==> src/rtl/bin2bcd_serial_if.sv <==
// Request/result bundle between a requester and bin2bcd_serial.
// The blank flags exist only when BIN2BCD_BLANK_EN is defined.
interface bin2bcd_serial_if #(
  parameter int WIDTH = 8
);
  logic             start;
  logic [WIDTH-1:0] bin_in;
  logic             busy;
  logic             done;
  logic [3:0]       bcd_hundreds;
  logic [3:0]       bcd_tens;
  logic [3:0]       bcd_units;
`ifdef BIN2BCD_BLANK_EN
  logic             blank_hundreds;
  logic             blank_tens;

  modport master (
    output start, bin_in,
    input  busy, done, bcd_hundreds, bcd_tens, bcd_units, blank_hundreds, blank_tens
  );
  modport slave (
    input  start, bin_in,
    output busy, done, bcd_hundreds, bcd_tens, bcd_units, blank_hundreds, blank_tens
  );
`else
  modport master (
    output start, bin_in,
    input  busy, done, bcd_hundreds, bcd_tens, bcd_units
  );
  modport slave (
    input  start, bin_in,
    output busy, done, bcd_hundreds, bcd_tens, bcd_units
  );
`endif
endinterface

==> src/rtl/bin2bcd_serial.sv <==
// Iterative double-dabble binary-to-BCD converter, one bit per clock, three digits.
// Define BIN2BCD_BLANK_EN to add registered leading-zero blank flags.
module bin2bcd_serial #(
  parameter int WIDTH = 8
) (
  input logic              clk,
  input logic              rst_n,
  bin2bcd_serial_if.slave  bus
);
  localparam int CNT_W  = $clog2(WIDTH + 1);
  localparam int WORK_W = 12 + WIDTH;

  typedef enum logic [1:0] {
    S_IDLE  = 2'd0,
    S_SHIFT = 2'd1,
    S_DONE  = 2'd2
  } state_e;

  function automatic logic [3:0] dabble(input logic [3:0] digit);
    logic [3:0] res;
    if (digit >= 4'd5) res = digit + 4'd3;
    else               res = digit;
    return res;
  endfunction

  state_e            state_r;
  state_e            state_nxt_s;
  // scratch BCD digits sit above the binary shift register so one shift moves both
  logic [WORK_W-1:0] work_r;
  logic [WORK_W-1:0] work_adj_s;
  logic [WORK_W-1:0] work_nxt_s;
  logic [CNT_W-1:0]  cnt_r;
  logic              last_shift_s;
  logic              busy_r;
  logic              done_r;
  logic [3:0]        hundreds_r;
  logic [3:0]        tens_r;
  logic [3:0]        units_r;

  assign last_shift_s = (cnt_r == CNT_W'(WIDTH - 1));

  // Add-3 correction on each scratch digit followed by the one-bit left shift
  always_comb begin
    work_adj_s                  = work_r;
    work_adj_s[WORK_W-1 -: 4]   = dabble(work_r[WORK_W-1 -: 4]);
    work_adj_s[WIDTH+7 -: 4]    = dabble(work_r[WIDTH+7 -: 4]);
    work_adj_s[WIDTH+3 -: 4]    = dabble(work_r[WIDTH+3 -: 4]);
    work_nxt_s                  = work_adj_s << 1'b1;
  end

  // FSM state register
  always_ff @(posedge clk or negedge rst_n) begin
    if (!rst_n) state_r <= S_IDLE;
    else        state_r <= state_nxt_s;
  end

  // FSM next-state decode
  always_comb begin
    state_nxt_s = state_r;
    case (state_r)
      S_IDLE: begin
        if (bus.start) state_nxt_s = S_SHIFT;
        else           state_nxt_s = S_IDLE;
      end
      S_SHIFT: begin
        if (last_shift_s) state_nxt_s = S_DONE;
        else              state_nxt_s = S_SHIFT;
      end
      S_DONE:  state_nxt_s = S_IDLE;
      default: state_nxt_s = S_IDLE;
    endcase
  end

  // Status flags registered from the next state so they align with it
  always_ff @(posedge clk or negedge rst_n) begin
    if (!rst_n) begin
      busy_r <= 1'b0;
      done_r <= 1'b0;
    end else begin
      busy_r <= (state_nxt_s != S_IDLE);
      done_r <= (state_nxt_s == S_DONE);
    end
  end

  // Conversion datapath; result digits update only on the edge entering DONE
  always_ff @(posedge clk or negedge rst_n) begin
    if (!rst_n) begin
      work_r     <= '0;
      cnt_r      <= '0;
      hundreds_r <= 4'd0;
      tens_r     <= 4'd0;
      units_r    <= 4'd0;
    end else begin
      case (state_r)
        S_IDLE: begin
          if (bus.start) begin
            work_r <= {12'd0, bus.bin_in};
            cnt_r  <= '0;
          end
        end
        S_SHIFT: begin
          work_r <= work_nxt_s;
          cnt_r  <= cnt_r + CNT_W'(1);
          if (last_shift_s) begin
            hundreds_r <= work_nxt_s[WORK_W-1 -: 4];
            tens_r     <= work_nxt_s[WIDTH+7 -: 4];
            units_r    <= work_nxt_s[WIDTH+3 -: 4];
          end
        end
        default: begin
        end
      endcase
    end
  end

`ifdef BIN2BCD_BLANK_EN
  logic blank_h_r;
  logic blank_t_r;

  // Blank flags track the digits on the same edge; reset reads as all-blank
  always_ff @(posedge clk or negedge rst_n) begin
    if (!rst_n) begin
      blank_h_r <= 1'b1;
      blank_t_r <= 1'b1;
    end else if ((state_r == S_SHIFT) && last_shift_s) begin
      blank_h_r <= (work_nxt_s[WORK_W-1 -: 4] == 4'd0);
      blank_t_r <= (work_nxt_s[WORK_W-1 -: 4] == 4'd0) && (work_nxt_s[WIDTH+7 -: 4] == 4'd0);
    end
  end

  assign bus.blank_hundreds = blank_h_r;
  assign bus.blank_tens     = blank_t_r;
`endif

  assign bus.busy         = busy_r;
  assign bus.done         = done_r;
  assign bus.bcd_hundreds = hundreds_r;
  assign bus.bcd_tens     = tens_r;
  assign bus.bcd_units    = units_r;

endmodule

==> src/flat_wrapper.sv <==
// flat-port wrapper written by rule: the top's interface ports become plain ports
module bin2bcd_serial_flat 
#(
  parameter int WIDTH = 8
)
  (clk, rst_n, bus_start, bus_bin_in, bus_busy, bus_done, bus_bcd_hundreds, bus_bcd_tens, bus_bcd_units);
  bin2bcd_serial_if #(.WIDTH(WIDTH)) bus_i ();
  input logic clk;
  input logic rst_n;
  input wire logic [$bits(bus_i.start)-1:0] bus_start;
  input wire logic [$bits(bus_i.bin_in)-1:0] bus_bin_in;
  output wire logic [$bits(bus_i.busy)-1:0] bus_busy;
  output wire logic [$bits(bus_i.done)-1:0] bus_done;
  output wire logic [$bits(bus_i.bcd_hundreds)-1:0] bus_bcd_hundreds;
  output wire logic [$bits(bus_i.bcd_tens)-1:0] bus_bcd_tens;
  output wire logic [$bits(bus_i.bcd_units)-1:0] bus_bcd_units;
  assign bus_i.start = bus_start;
  assign bus_i.bin_in = bus_bin_in;
  assign bus_busy = bus_i.busy;
  assign bus_done = bus_i.done;
  assign bus_bcd_hundreds = bus_i.bcd_hundreds;
  assign bus_bcd_tens = bus_i.bcd_tens;
  assign bus_bcd_units = bus_i.bcd_units;
  bin2bcd_serial #(.WIDTH(WIDTH)) u_core (.clk(clk), .rst_n(rst_n), .bus(bus_i));
endmodule
==> config.mk <==
export PLATFORM = sky130hd
export DESIGN_NAME = bin2bcd_serial_flat
export DESIGN_NICKNAME = d
export VERILOG_FILES = /design/src/rtl/bin2bcd_serial_if.sv /design/src/rtl/bin2bcd_serial.sv /design/src/flat_wrapper.sv
export SDC_FILE = /design/constraint.sdc
export NUM_CORES = 1
export LEC_CHECK = 0
export BUFFER_PORTS_ARGS = -buffer_cell sky130_fd_sc_hd__buf_4
export CORE_MARGIN = 5
export CORE_UTILIZATION = 55
export CTS_CLUSTER_SIZE = 10
export DETAILED_ROUTE_END_ITERATION = 16
export PLACE_DENSITY = 0.77
export SLEW_MARGIN = 25
export SYNTH_ARGS = -nofsm -noshare
export SYNTH_HDL_FRONTEND = slang
export SYNTH_SLANG_ARGS = --single-unit
==> constraint.sdc <==
create_clock -name clk -period 1.7 [get_ports clk]
set_input_delay 0.34 -clock clk [delete_from_list [all_inputs] [get_ports clk]]
set_output_delay 0.34 -clock clk [all_outputs]
set_load 0.01 [all_outputs]
==> impl_metrics.sql, run 1 <==
INSERT INTO impl_metrics (metric_group, metric, value, unit) VALUES
('global_route', 'globalRoute.totalOverflow', '0', ''),
('power', 'pwr_dens', '1844', 'nW/µm²'),
('cells_and_area', 'most-common-layout-cells', 'dfrtp_1 (40), buf_4 (31), o21ai_0 (28)', ''),
('placement', 'gpl.final_weighted_congestion', '0.7918', ''),
('floorplanning', 'design.die.area', '4694', 'µm²'),
('power', 'leakagePower', '1.032', 'nW'),
('sta', 'setup_violations_final', '0', ''),
('cells_and_area', 'seqCellArea', '1001', 'µm²'),
('drt', 'vias', '1441', ''),
('worst_setup_path', 'critical_path_peak_fanout', '5', ''),
('sta', 'rsz0062_at_grt', 'false', ''),
('sta', 'maxSlewHeadroom', '64.01', '%'),
('power', 'intPower', '2.478', 'mW'),
('sta', 'slew_violations', '0', ''),
('synth', 'synth_cells', '185', ''),
('cells_and_area', 'net_total_in_the_final_layout', '234', ''),
('cts', 'clock_latency_on_the_worst_skew_pair', '350', 'ps'),
('drt', 'detail_route.iter0.violations', '88', ''),
('min_path', 'min-delay-path-class', 'primary input to flop', ''),
('drt', 'drt_wl_total', '3.727', 'mm'),
('sta', 'fin_setup_tns', '0', 'ps'),
('synth', 'number_of_nets_in_the_synthesized_netlist', '203', ''),
('drt', 'drt.antenna.violating_nets', '0', ''),
('power', 'p_clk_share', '12.1', '%'),
('global_route', 'grt_usage', '18.37', '%'),
('cts', 'cts-htree-levels', '2', ''),
('global_route', 'grt_antenna_before_repair', '0', ''),
('synth', 'synth.yosys.seq_area_share', '53.16', '%'),
('drt', 'drt-vias-per-instance', '5.479', ''),
('run', 'max_cap_violations', '0', ''),
('placement', 'dp.cells', '253', ''),
('worst_setup_path', 'criticalPathCategory', 'flop to flop', ''),
('worst_setup_path', 'timing.critical_path.required', '1970', 'ps'),
('placement', 'postPlaceCellArea', '2121', 'µm²'),
('cts', 'worst_setup_hold_path_clk_slew', '110', 'ps'),
('cells_and_area', 'number_of_antenna_cells_inserted', '0', ''),
('cells_and_area', 'area_growth_syn_to_layout', '17.87', '%'),
('power', 'power_switching_share', '39.45', '%'),
('floorplanning', 'top_level_ports', '25', ''),
('cts', 'tritoncts_clock_tree', 'done', ''),
('cells_and_area', 'multiInputGateArea', '825.8', 'µm²'),
('sta', 'layout_min_cycle_time', '1607', 'ps'),
('worst_setup_path', 'crit_path_start_kind', 'flop', ''),
('cts', 'clockBufferDepth', '2', ''),
('cts', 'cts_bufs_inserted', '5', ''),
('synth', 'share_of_yosys_cell_area_claimed_by_the_top_area_cell_type', '53.16', '%'),
('power', 'sequentialPowerShare', '40.6', '%'),
('synth', 'syn-cell-area', '1883', 'µm²'),
('cells_and_area', 'stdcell_count', '263', ''),
('worst_setup_path', 'arrival', '1880', 'ps'),
('power', 'pwr-share-comb', '47.3', '%'),
('cells_and_area', 'leading_cell_type_in_the_layout_fill_and_taps_excluded', 'dfrtp_1', ''),
('floorplanning', 'die_w', '68.51', 'µm'),
('placement', 'hpwl', '2.528', 'mm'),
('power', 'ir_worst_vdd', '1112', 'µV'),
('global_route', 'pin_count_of_the_biggest_net_entering_global_routing', '41', ''),
('synth', 'yosys-top-cells-area', 'dfrtp_1 (53%), o21ai_0 (7.4%), ha_1 (4.7%)', ''),
('floorplanning', 'row_count', '21', ''),
('floorplanning', 'floorplan.die.height', '68.51', 'µm'),
('worst_setup_path', 'delay_contributed_by_the_slowest_stage_of_the_critical_path', '430', 'ps'),
('cts', 'clkSinkCount', '40', ''),
('worst_setup_path', 'timing.critical_path.to_type', 'flop', ''),
('global_route', 'grt_pass1_wl', '6.265', 'mm'),
('cts', 'root_buffer_cell', 'clkbuf_4', ''),
('floorplanning', 'start_util', '56.43', '%'),
('drt', 'dr.pass1.iters', '4', ''),
('sta', 'timing.final.crit_share', '94.53', '%'),
('synth', 'synth_area_per_cell', '10.18', 'µm²'),
('sta', 'slew_worst_pin', '538.8', 'ps'),
('outcome', 'outcome', 'complete, no violations', ''),
('cells_and_area', 'layout.filler_cells', '272', '');
[per-layer routing]
metal	part of all wire (%)	GRT usage (%)
met5	0	0
met1	41	20.61
met2	52	32.90
met4	2.0	8.685
met3	4.6	3.890
[cell usage after synthesis (all sizes together)]
cell / n
xnor2: 3
ha: 7
nand3: 5
o21bai: 1
o22ai: 2
nor3b: 5
nor2b: 11
buf: 7
o21ai: 28
a22o: 5
a22oi: 7
mux2: 6
nand2: 21
a21o: 1
nor3: 4
nand2b: 4
nor2: 1
dfrtp: 40
clkbuf: 1
a21oi: 16
inv: 9
a31oi: 1
[power by group through the flow]
stage	combinational, mW	sequential, mW	clock (mW)
2_1_floorplan	1.26	1.67	0
3_3_place_gp	1.79	1.64	0
3_5_place_dp	1.88	1.67	0
4_1_cts	1.91	1.66	0.511
5_1_grt	2.20	1.72	0.542
6_report	1.94	1.66	0.497
[critical path: cells and delay by family (launching register included)]
| kind | cells | cell delay, ps |
|---|---|---|
| compound gates | 2 | 330 |
| fa+ha+maj | 1 | 220 |
| buf+inv | 1 | 90 |
| flops | 1 | 430 |
| mux | 1 | 360 |
| simple gates | 1 | 100 |
[registers in the layout (all words and copies together) (netlist names)]
| register | count |
|---|---|
| u_core.work_r | 20 |
| u_core.bus.bcd_hundreds | 4 |
| u_core.bus.bcd_tens | 4 |
| u_core.bus.bcd_units | 4 |
| u_core.cnt_r | 4 |
| u_core.state_r | 2 |
| u_core.bus.busy | 1 |
| u_core.bus.done | 1 |
[cell families (layout without fill, tap and decap cells)]
| logic type | Yosys count | after routing | share of synthesized area [%] |
|---|---|---|---|
| muxes | 6 | 6 | 3.588 |
| xor gates and xnor gates | 3 | 3 | 1.396 |
| DFF | 40 | 40 | 53.16 |
| buffers and inverters | 17 | 49 | 4.185 |
| AOI/OAI and AO/OA | 61 | 61 | 18.60 |
| adders and majority gates | 7 | 7 | 4.651 |
| and+or+nand+nor | 51 | 51 | 14.42 |
[through the flow]
step	total power, mW	util [%]	hold slack, ps	setup slack, ps
3_5_place_dp	3.552	63.55	339.2	20.28
6_report	4.092	66.52	268.8	92.93
4_1_cts	4.078	65.84	264.0	38.44
5_1_grt	4.461	66.52	293.4	5.335
2_1_floorplan	2.933	-	44.41	181.7
3_3_place_gp	3.431	63.55	336.1	139.0
[path summary, 6_finish.rpt]
path / startpoint / endpoint / slack (ps) / cells after the start
worst max-delay path: u_core.work_r[8] / u_core.bus.bcd_units[2] / 90 / 6
worst min-delay path: bus_bin_in[7] / u_core.work_r[7] / 270 / 3
worst min register to register: u_core.bus.bcd_hundreds[3] / u_core.bus.bcd_hundreds[3] / 490 / 2
max in group asynchronous: rst_n / u_core.work_r[9] / 870 / 2
worst max register to register: u_core.work_r[8] / u_core.bus.bcd_units[2] / 90 / 6
min in group asynchronous: rst_n / u_core.bus.bcd_hundreds[2] / 480 / 2
[final cells by class]
cell class | count | area share, %
sequential | 40 | 45.10
multi-input combinational | 128 | 37.20
timing repair buffer | 32 | 10.94
clock buffer | 8 | 2.649
tap | 46 | 2.593
inverter | 9 | 1.522
[repair_timing]
action / 4_1_cts / 5_1_grt
endpoints found under the hold margin: 40 / 0
pin swaps: 0 / 2
buffers inserted: 0 / 1
hold buffers: 1 / 0
resized for setup: 2 / 3
endpoints found under the setup margin: 3 / 4
No activity file was read; power rests on OpenSTA's default activity.
==> run 2, diff against run 1 <==
ABC_AREA = 1   (was unset)
CORE_UTILIZATION = 50   (was 55)
PLACE_DENSITY = 0.7   (was 0.77)
==> impl_metrics.sql, run 2 <==
INSERT INTO impl_metrics (metric_group, metric, value, unit) VALUES
('outcome', 'outcome', 'complete, no violations', ''),
('drt', 'wl_per_cell', '12.18', 'µm'),
('cts', 'clock_latency_on_the_worst_skew_pair', '290', 'ps'),
('power', 'ir_worst_vdd', '905.2', 'µV'),
('worst_setup_path', 'timing.rr.start', 'u_core.cnt_r[0]', ''),
('worst_setup_path', 'timing.critical_path.to', 'u_core.bus.bcd_hundreds[1]', ''),
('cts', 'cts_resized', '0', ''),
('sta', 'fin_worst_skew', '4.845', 'ps'),
('synth', 'synth_most_common_cell', 'nand2_1', ''),
('placement', 'gpl.final_weighted_congestion', '0.8317', ''),
('drt', 'drt_wl_total', '3.643', 'mm'),
('sta', 'slew_worst_pin', '494.2', 'ps'),
('placement', 'hpwl', '2.512', 'mm'),
('floorplanning', 'core_region_area', '3744', 'µm²'),
('synth', 'yosys-top-cells-area', 'dfrtp_1 (51%), nand2_1 (17%), nand3_1 (5.4%)', ''),
('drt', 'drt.antenna.violating_nets', '0', ''),
('drt', 'vias', '1514', ''),
('worst_setup_path', 'criticalPathCategory', 'flop to flop', ''),
('run', 'max_cap_violations', '0', ''),
('worst_setup_path', 'worst_path_most_repeated_cell', 'nand2_1', ''),
('synth', 'netlist_top_cells_count', 'nand2_1 (89), dfrtp_1 (40), nand3_1 (21), inv_1 (16), o21ai_0 (10)', ''),
('sta', 'layout_min_cycle_time', '1432', 'ps'),
('cts', 'tritoncts_clock_tree', 'done', ''),
('synth', 'synth_area_per_cell', '8.798', 'µm²'),
('cts', 'cts_setup_buffers', '0', ''),
('floorplanning', 'floorplan.die.height', '72.64', 'µm'),
('worst_setup_path', 'critical_path_peak_fanout', '17', ''),
('sta', 'final.setup.worst_slack', '267.9', 'ps'),
('synth', 'share_of_yosys_cell_area_claimed_by_the_top_area_cell_type', '51.02', '%'),
('cts', 'clockBufferDepth', '2', ''),
('global_route', 'grt_antenna_before_repair', '0', ''),
('placement', 'dp.cells', '291', ''),
('cts', 'clkSinkCount', '40', ''),
('cells_and_area', 'drive_above_1_share', '19.92', '%'),
('synth', 'asyncSetResetFlopFracSynth', '100.0', '%'),
('worst_setup_path', 'critical_path.top_delay_family', 'simple AND/OR/NAND/NOR gates', ''),
('cells_and_area', 'most-common-layout-cells', 'nand2_1 (89), dfrtp_1 (40), buf_4 (24)', ''),
('drt', 'detail_route.iter0.violations', '61', ''),
('worst_setup_path', 'timing.critical_path.to_type', 'flop', ''),
('worst_setup_path', 'timing.critical_path.required', '1880', 'ps'),
('cts', 'cts_bufs_inserted', '5', ''),
('synth', 'syn-cell-area', '1962', 'µm²'),
('power', 'leakagePower', '1.193', 'nW'),
('global_route', 'pin_count_of_the_biggest_net_entering_global_routing', '41', ''),
('drt', 'dr.pass1.iters', '4', ''),
('synth', 'postSynth.topFlopCell', 'dfrtp_1', ''),
('synth', 'synth-edff-count', '0', ''),
('cells_and_area', 'stdcell_count', '299', ''),
('floorplanning', 'row_count', '22', ''),
('drt', 'drt_drc_violations_left', '0', ''),
('drt', 'drt-vias-per-instance', '5.064', ''),
('cells_and_area', 'net_total_in_the_final_layout', '268', ''),
('power', 'total_power', '4.260', 'mW'),
('cells_and_area', 'leading_cell_type_in_the_layout_fill_and_taps_excluded', 'nand2_1', ''),
('cells_and_area', 'layout.filler_cells', '366', ''),
('sta', 'finalHoldViolations', '0', ''),
('worst_setup_path', 'rrSetupSlack', '270', 'ps'),
('worst_setup_path', 'worstSetupPathDepth', '7', ''),
('global_route', 'grt_pass1_vias', '1438', ''),
('worst_setup_path', 'worst-r2r-cell-count', '7', ''),
('global_route', 'grt_pass1_wl', '6.465', 'mm'),
('cts', 'cts-htree-levels', '2', ''),
('placement', 'io_buffers', '24', ''),
('sta', 'fmax', '698.3', 'MHz'),
('worst_setup_path', 'critical_path.cell_chain', 'ha_1 > nand2_1 > nor2_4 > nand2_4 > clkinv_2 > nand3_1 > nand2_1', ''),
('floorplanning', 'top_level_ports', '25', ''),
('cts', 'hold_buffers', '0', ''),
('synth', 'synth_top_area_cell', 'dfrtp_1', ''),
('power', 'pwr_dens', '1896', 'nW/µm²'),
('synth', 'number_of_nets_in_the_synthesized_netlist', '241', ''),
('sta', 'maxSlewHeadroom', '67.05', '%'),
('sta', 'slew_violations', '0', ''),
('sta', 'timing.final.crit_share', '84.24', '%'),
('min_path', 'min-delay-path-class', 'primary input to asynchronous set/reset pin', ''),
('placement', 'dp_slack', '275.6', 'ps'),
('worst_setup_path', 'critical_path.startpoint', 'u_core.cnt_r[0]', ''),
('global_route', 'globalRoute.totalOverflow', '0', ''),
('cts', 'root_buffer_cell', 'clkbuf_8', ''),
('worst_setup_path', 'slowest_stage_cell_crit_path', 'dfrtp_1', ''),
('worst_setup_path', 'critical_path.reg2reg.endpoint', 'u_core.bus.bcd_hundreds[1]', ''),
('synth', 'synth.yosys.seq_area_share', '51.02', '%'),
('worst_setup_path', 'worstPathBufferInverterCount', '1', ''),
('synth', 'synth_cells', '223', ''),
('floorplanning', 'design.die.area', '5277', 'µm²'),
('cells_and_area', 'most_flop_heavy_register', 'u_core.work_r', ''),
('sta', 'setup_violations_final', '0', ''),
('worst_setup_path', 'delay_contributed_by_the_slowest_stage_of_the_critical_path', '410', 'ps'),
('synth', 'ys_seq_elements', '40', ''),
('worst_setup_path', 'crit_path_start_kind', 'flop', ''),
('cells_and_area', 'area_growth_syn_to_layout', '14.54', '%'),
('cells_and_area', 'largest_register_ff_count', '20', ''),
('global_route', 'grt_usage', '15.75', '%'),
('floorplanning', 'start_util', '52.41', '%'),
('sta', 'rsz0062_at_grt', 'false', ''),
('floorplanning', 'die_w', '72.64', 'µm'),
('placement', 'postPlaceCellArea', '2140', 'µm²'),
('synth', 'synth.distinct_cells', '24', ''),
('cells_and_area', 'postLayoutCellArea', '2247', 'µm²'),
('worst_setup_path', 'arrival', '1610', 'ps'),
('synth', 'ys_warn_count', '0', ''),
('cts', 'worst_setup_hold_path_clk_slew', '80', 'ps'),
('cells_and_area', 'number_of_antenna_cells_inserted', '0', ''),
('sta', 'fin_setup_tns', '0', 'ps');
[run 2: cell count changes in the layout (fill, tap and decap cells not counted), sizes merged, moves of 10 or more]
cell and change:
nand3 +24, a21oi -15, nor2b -11, o21ai -18
inv +10, nand2 +73
[run 2: logic make-up after synthesis]
logic type | count (synthesis) | synth area share [%]
DFF | 40 | 51.02
AOI/OAI and AO/OA | 17 | 4.911
adders and majority gates | 7 | 4.464
and+or+nand+nor | 135 | 32.14
buffers and inverters | 24 | 7.462
[run 2: layout make-up]
cell class | count | area [µm²] | share of cell area (%)
Sequential cell | 40 | 1001 | 44.54
Multi-Input combinational cell | 159 | 814.5 | 36.25
Clock inverter | 2 | 35.03 | 1.559
Tap cell | 48 | 60.06 | 2.673
Clock buffer | 6 | 72.57 | 3.229
Inverter | 20 | 83.83 | 3.731
Timing Repair Buffer | 24 | 180.2 | 8.018
[run 2: stage by stage]
step / hold WS (ps) / utilization, %
2_1_floorplan: 44.41 / -
3_3_place_gp: 348.7 / 57.15
3_5_place_dp: 342.8 / 57.15
4_1_cts: 30.27 / 60.03
5_1_grt: 46.22 / 60.03
6_report: 12.71 / 60.03
[run 2: power breakdown]
part           internal (mW)  switching (mW)
combinational          0.725            1.13
sequential              1.36           0.280
clock                  0.436           0.324
total                   2.53            1.73
[run 2: per-layer routing]
layer,global-route usage (%),vias up,wire [µm]
met1,18.72,711,1690
li1,-,772,-
met3,4.821,6,198
met4,5.533,0,51
met2,26.85,25,1704
met5,0,-,0
[run 2: worst min-delay path by stage]
stage | startpoint | to | cells past startpoint
floorplan | rst_n | u_core.bus.bcd_hundreds[0] | 0
global placement | rst_n | u_core.work_r[17] | 1
detailed placement | rst_n | u_core.work_r[17] | 1
CTS | rst_n | u_core.work_r[17] | 1
global route | rst_n | u_core.work_r[18] | 1
finish | rst_n | u_core.work_r[17] | 1
